File: config.mk
export PLATFORM = sky130hd
export DESIGN_NAME = sha256_block_feeder
export DESIGN_NICKNAME = d
export VERILOG_FILES = /design/src/rtl/sha256_block_feeder.sv
export SDC_FILE = /design/constraint.sdc
export NUM_CORES = 2
export LEC_CHECK = 0
export ABC_AREA = 1
export BUFFER_PORTS_ARGS = -buffer_cell sky130_fd_sc_hd__buf_4
export CORE_MARGIN = 1
export CORE_UTILIZATION = 45
export DETAILED_ROUTE_END_ITERATION = 7
export PLACE_DENSITY = 0.73
export SLEW_MARGIN = 25
export SYNTH_ARGS = -nofsm -noshare
export SYNTH_HDL_FRONTEND = slang
export SYNTH_SLANG_ARGS = --single-unit
File: constraint.sdc
create_clock -name clk -period 2.7 [get_ports clk]
set_input_delay 0.54 -clock clk [delete_from_list [all_inputs] [get_ports clk]]
set_output_delay 0.54 -clock clk [all_outputs]
set_load 0.02 [all_outputs]
File: src/rtl/sha256_block_feeder.sv
// Producer side of the SHA-256 block interface: streams message bytes into
// 512-bit blocks, appends standard padding and hands each block to the core.
module sha256_block_feeder (
  input  logic         clk,
  input  logic         rst,
  input  logic         start,
  input  logic [31:0]  msg_len,
  input  logic [7:0]   in_data,
  input  logic         in_valid,
  output logic         in_ready,
  output logic [511:0] message,
  output logic [63:0]  block,
  output logic         blk_valid,
  input  logic         next_block_read_rdy,
  output logic         busy,
  output logic         done
);

  typedef enum logic [1:0] {IDLE, FILL, HOLD} state_t;

  state_t      state, state_next;
  logic [31:0] rem;
  logic [63:0] bitlen;
  logic [63:0] blk_cnt;
  logic [5:0]  idx;
  logic        pad_started;

  logic        byte_we;
  logic [7:0]  byte_val;
  logic        last_blk;
  logic [7:0]  len_byte;

  assign last_blk  = (blk_cnt == block - 64'd1);
  // Length bytes occupy idx 56..63, most significant byte first.
  assign len_byte  = 8'(bitlen >> {3'd7 - idx[2:0], 3'b000});
  assign in_ready  = (state == FILL) && (rem != 32'd0);
  assign blk_valid = (state == HOLD);
  assign busy      = (state != IDLE) || done;

  always_comb begin
    // NOTE: every output of this block gets a default first, so no path leaves a latch.
    state_next = state;
    byte_we    = 1'b0;
    byte_val   = 8'h00;
    case (state)
      IDLE: if (start) state_next = FILL;
      FILL: begin
        if (rem != 32'd0) begin
          byte_we  = in_valid;
          byte_val = in_data;
        end else if (!pad_started) begin
          byte_we  = 1'b1;
          byte_val = 8'h80;
        end else if (last_blk && idx >= 6'd56) begin
          byte_we  = 1'b1;
          byte_val = len_byte;
        end else begin
          byte_we  = 1'b1;
        end
        if (byte_we && idx == 6'd63) state_next = HOLD;
      end
      HOLD: begin
        if (next_block_read_rdy)
          state_next = (blk_cnt + 64'd1 == block) ? IDLE : FILL;
      end
      default: state_next = IDLE;
    endcase
  end

  always_ff @(posedge clk) begin
    // NOTE: the block register is cleared on reset too, since message=0 is a visible reset value.
    if (rst) begin
      state       <= IDLE;
      rem         <= '0;
      bitlen      <= '0;
      block       <= '0;
      blk_cnt     <= '0;
      idx         <= '0;
      pad_started <= 1'b0;
      message     <= '0;
      done        <= 1'b0;
    end else begin
      // NOTE: non-blocking assignments so every register samples pre-edge values.
      state <= state_next;
      done  <= 1'b0;
      case (state)
        IDLE: begin
          if (start) begin
            rem         <= msg_len;
            bitlen      <= {29'd0, msg_len, 3'd0};
            block       <= (({32'd0, msg_len} + 64'd8) >> 6) + 64'd1;
            blk_cnt     <= '0;
            idx         <= '0;
            pad_started <= 1'b0;
          end
        end
        FILL: begin
          if (byte_we) begin
            // Byte idx lands at bit 8*(63-idx); ~idx equals 63-idx for a 6-bit index.
            message[{~idx, 3'b000} +: 8] <= byte_val;
            idx <= idx + 6'd1;
            if (rem != 32'd0) rem <= rem - 32'd1;
            else              pad_started <= 1'b1;
          end
        end
        HOLD: begin
          if (next_block_read_rdy) begin
            blk_cnt <= blk_cnt + 64'd1;
            done    <= (blk_cnt + 64'd1 == block);
          end
        end
        default: ;
      endcase
    end
  end

endmodule

==> flow_summary.json <==
{
  "outcome": "finished, violations left",
  "violations": "design-rule violations, negative setup slack",
  "path_cells": "nor2_4 > nand2_4 > nor2_4 > nand2_4 > nor4_4 > ha_1 > xor2_2 > nand3b_1 > nor3_1 > nand2_1 > nor2_1 > nand2_1 > nor2_1 > nand2_1 > nor2_4 > nand4_1 > nand2_4 > bufbuf_16 > o21bai_1 > inv_1",
  "cp_max_fo": 8,
  "period_share_pct": 128,
  "pre_cts_ws_ns": -0.863,
  "final_cell_mix": "buf_4 (1,342), nand2_1 (1,009), inv_1 (839), nor2_1 (718), dfxtp_1 (670)",
  "placedCellCount": 7576,
  "cts-root-buf": "clkbuf_16",
  "crit_path_end_kind": "register",
  "grt_max_degree": 136,
  "synthAdderAreaFrac_pct": 0.204,
  "cp_num_buf_inv": 2,
  "criticalPathCategory": "reg2reg",
  "timing.rr.start": "block[1]",
  "drtIter0Drc": 4005,
  "grt_usage_pct": 37.0,
  "row_count": 104,
  "fin_skew_ns": 0.0558,
  "synth_top_area_share_pct": 36.9,
  "cts_tree": "yes",
  "pin_count": 625,
  "avgRoutedWirePerCell_um": 20.8,
  "hold_depth": 3,
  "ys_ff_latch": 678,
  "finalWorstSetupSlack_ns": -0.753,
  "syn_area_um2": 36800,
  "routed-wl-met3_um": 14600,
  "top_layer_used": "met4",
  "coreArea_um2": 80700,
  "grt_overflow": 0,
  "r2r_end": "message[271]",
  "met1_length_um": 63700,
  "r2r_cells": 20,
  "start_kind": "register",
  "drc": 54,
  "die_w_um": 288,
  "r2r_setup_slack_ns": -0.75,
  "grt_pass1_wl_um": 234000,
  "post-route-min-period_ns": 3.45,
  "avgSynthCellArea_um2": 6.87,
  "final_cells": 7753,
  "crit_path_max_incr_delay_ns": 0.34,
  "path_clk_slew_ns": 0.06,
  "firstDrtPassIters": 8,
  "nets": 6687,
  "seq_area_frac_synth_pct": 36.9,
  "p_per_area_nw_per_um2": 486,
  "final_hold_viol_count": 0,
  "fin_util_pct": 65.5,
  "p_leak_nw": 27.0,
  "ir_drop_uv": 475,
  "grt_pass1_vias": 38900,
  "clock_latency_ns": 0.68,
  "dp_hpwl_um": 119000,
  "avgViaCountPerCell": 5.31,
  "syn2layout_area_growth_pct": 43.5,
  "worst_pin_slew_ns": 0.814,
  "finish.instance_area_um2": 52800,
  "cts_sinks": 678,
  "clock.fmax_mhz": 290,
  "clockBufferDepth": 3,
  "synth.distinct_cells": 57,
  "yosysWarnings": 0,
  "ys_top_cells_by_area": "dfxtp_1 (37%), nand2_1 (10%), inv_1 (8.6%)",
  "port-buffer-count": 588,
  "syn_inst": 5361,
  "hold_start": "msg_len[1]",
  "cts_max_level": 3,
  "setup_viol": 516,
  "start_util_pct": 45.6,
  "cap_violations": 0,
  "dr_wl_met2_um": 72900,
  "min_to": "rem[1]",
  "die-area_um2": 83000,
  "rsz0062_at_grt": "true",
  "numCtsBuffers": 77,
  "synth_compound_area_share_pct": 14.5,
  "synth_top_family_by_area": "simple AND/OR/NAND/NOR gates",
  "cp_data_arrival_time_ns": 4.04,
  "final_antenna_net_count": 0,
  "wirelength_um": 161000,
  "cp-startpoint": "block[1]",
  "antenna_found_initial": 2,
  "place_congestion": 1.04,
  "num_vias": 41200,
  "chipHeight_um": 288,
  "drive_gt1_share_pct": 30.6,
  "place_area_um2": 48900,
  "cp_slowest_cell": "dfxtp_2",
  "power.total_mw": 25.7,
  "synthMuxAreaShare_pct": 0,
  "slew_headroom_pct": 45.7,
  "hold_buffers": 0,
  "hp-class": "in2reg",
  "slew_violations": 0,
  "crit_required_ns": 3.29,
  "synth-xor-area-share_pct": 2.93,
  "fillCellCount": 6894,
  "synth.largest_area_cell": "dfxtp_1",
  "final_common_cell": "buf_4",
  "synth-simple-area-share_pct": 31.8,
  "critPathTopFamily": "simple AND/OR/NAND/NOR gates"
}
Yosys cell counts (all sizes together):
| master | number |
|---|---|
| buf | 183 |
| a221oi | 3 |
| xor2 | 103 |
| nor2 | 745 |
| dfxtp | 678 |
| o2111ai | 1 |
| o211ai | 2 |
| a211oi | 4 |
| nor4 | 13 |
| or2 | 15 |
| inv | 870 |
| o221a | 1 |
| nor3b | 5 |
| nand3b | 8 |
| a21oi | 186 |
| a31oi | 11 |
| nand3 | 491 |
| or3 | 2 |
| and2 | 1 |
| a31o | 1 |
| o21a | 209 |
| nand2b | 1 |
| o31ai | 3 |
| and3b | 1 |
| a2bb2oi | 1 |
| conb | 1 |
| clkbuf | 140 |
| clkinv | 6 |
| nand2 | 1034 |
| o22ai | 17 |
| o221ai | 2 |
| and3 | 1 |
| o21bai | 108 |
| o21ai | 330 |
| a311oi | 2 |
| nand4 | 68 |
| nor3 | 82 |
| xnor2 | 20 |
| ha | 6 |
| a22oi | 6 |
sequential cells by signal (all words and copies together) (netlist names):
register and cells:
rem 32, idx 6, message 512, pad_started 1, block 28, done 1
blk_cnt 64, bitlen 32, state 2
stage by stage:
step                setup TNS (ns)  hold WS, ns
global route               -379.47        0.196
detailed placement         -407.70        0.455
CTS                        -269.57        0.165
global placement           -371.90        0.448
floorplan                   -88.78        0.424
finish                     -304.57        0.188
final cells by class:
cell class	count	area [um2]	area share (%)
Multi-Input combinational cell	3519	18900	35.8
Sequential cell	678	13600	25.7
Timing Repair Buffer	1484	12900	24.5
Inverter	876	3300	6.25
Clock buffer	104	2190	4.14
Tap cell	1060	1330	2.51
Clock inverter	31	551	1.04
Antenna cell	1	2.50	0.00474
what timing repair did:
item	CTS	global route
pin swaps	14	15
buffers inserted	15	10
cloned	9	8
setup endpoints to repair	532	544
endpoints found under the hold margin	0	0
gates resized for setup	68	66
routing by layer:
| layer | global-route usage [%] | vias up |
|---|---|---|
| li1 | - | 19300 |
| met1 | 45.7 | 19300 |
| met2 | 59.6 | 2030 |
| met3 | 8.56 | 484 |
| met4 | 19.7 | 0 |
| met5 | 0 | - |
power breakdown:
group | leakage, nW | internal (mW) | switching (mW)
combinational | 20.2 | 1.52 | 2.48
clock | 1.32 | 6.64 | 4.73
sequential | 5.48 | 10.2 | 0.124
total | 27.0 | 18.3 | 7.33
worst max-delay path by stage:
stage               slack, ns  cells past startpoint           end
global placement        -0.79                     22  message[357]
floorplan               -0.27                     23  message[113]
CTS                     -0.62                     20  message[183]
global route            -0.83                     23  message[241]
detailed placement      -0.86                     22  message[309]
finish                  -0.75                     20  message[271]
tightest hold or removal path, cell delays in order:
cell	delay, ns
buf_4	0.10
a21oi_1	0.05
a21oi_1	0.12
logic make-up (layout without fill, tap and decap cells):
group	Yosys count	count (layout)
simple gates	2467	2467
buf+inv	1199	2495
compound gates	887	887
flops	678	678
xor+xnor	123	123
fa+ha+maj	6	6
other cells	1	37
No activity file was read; power rests on OpenSTA's default activity.
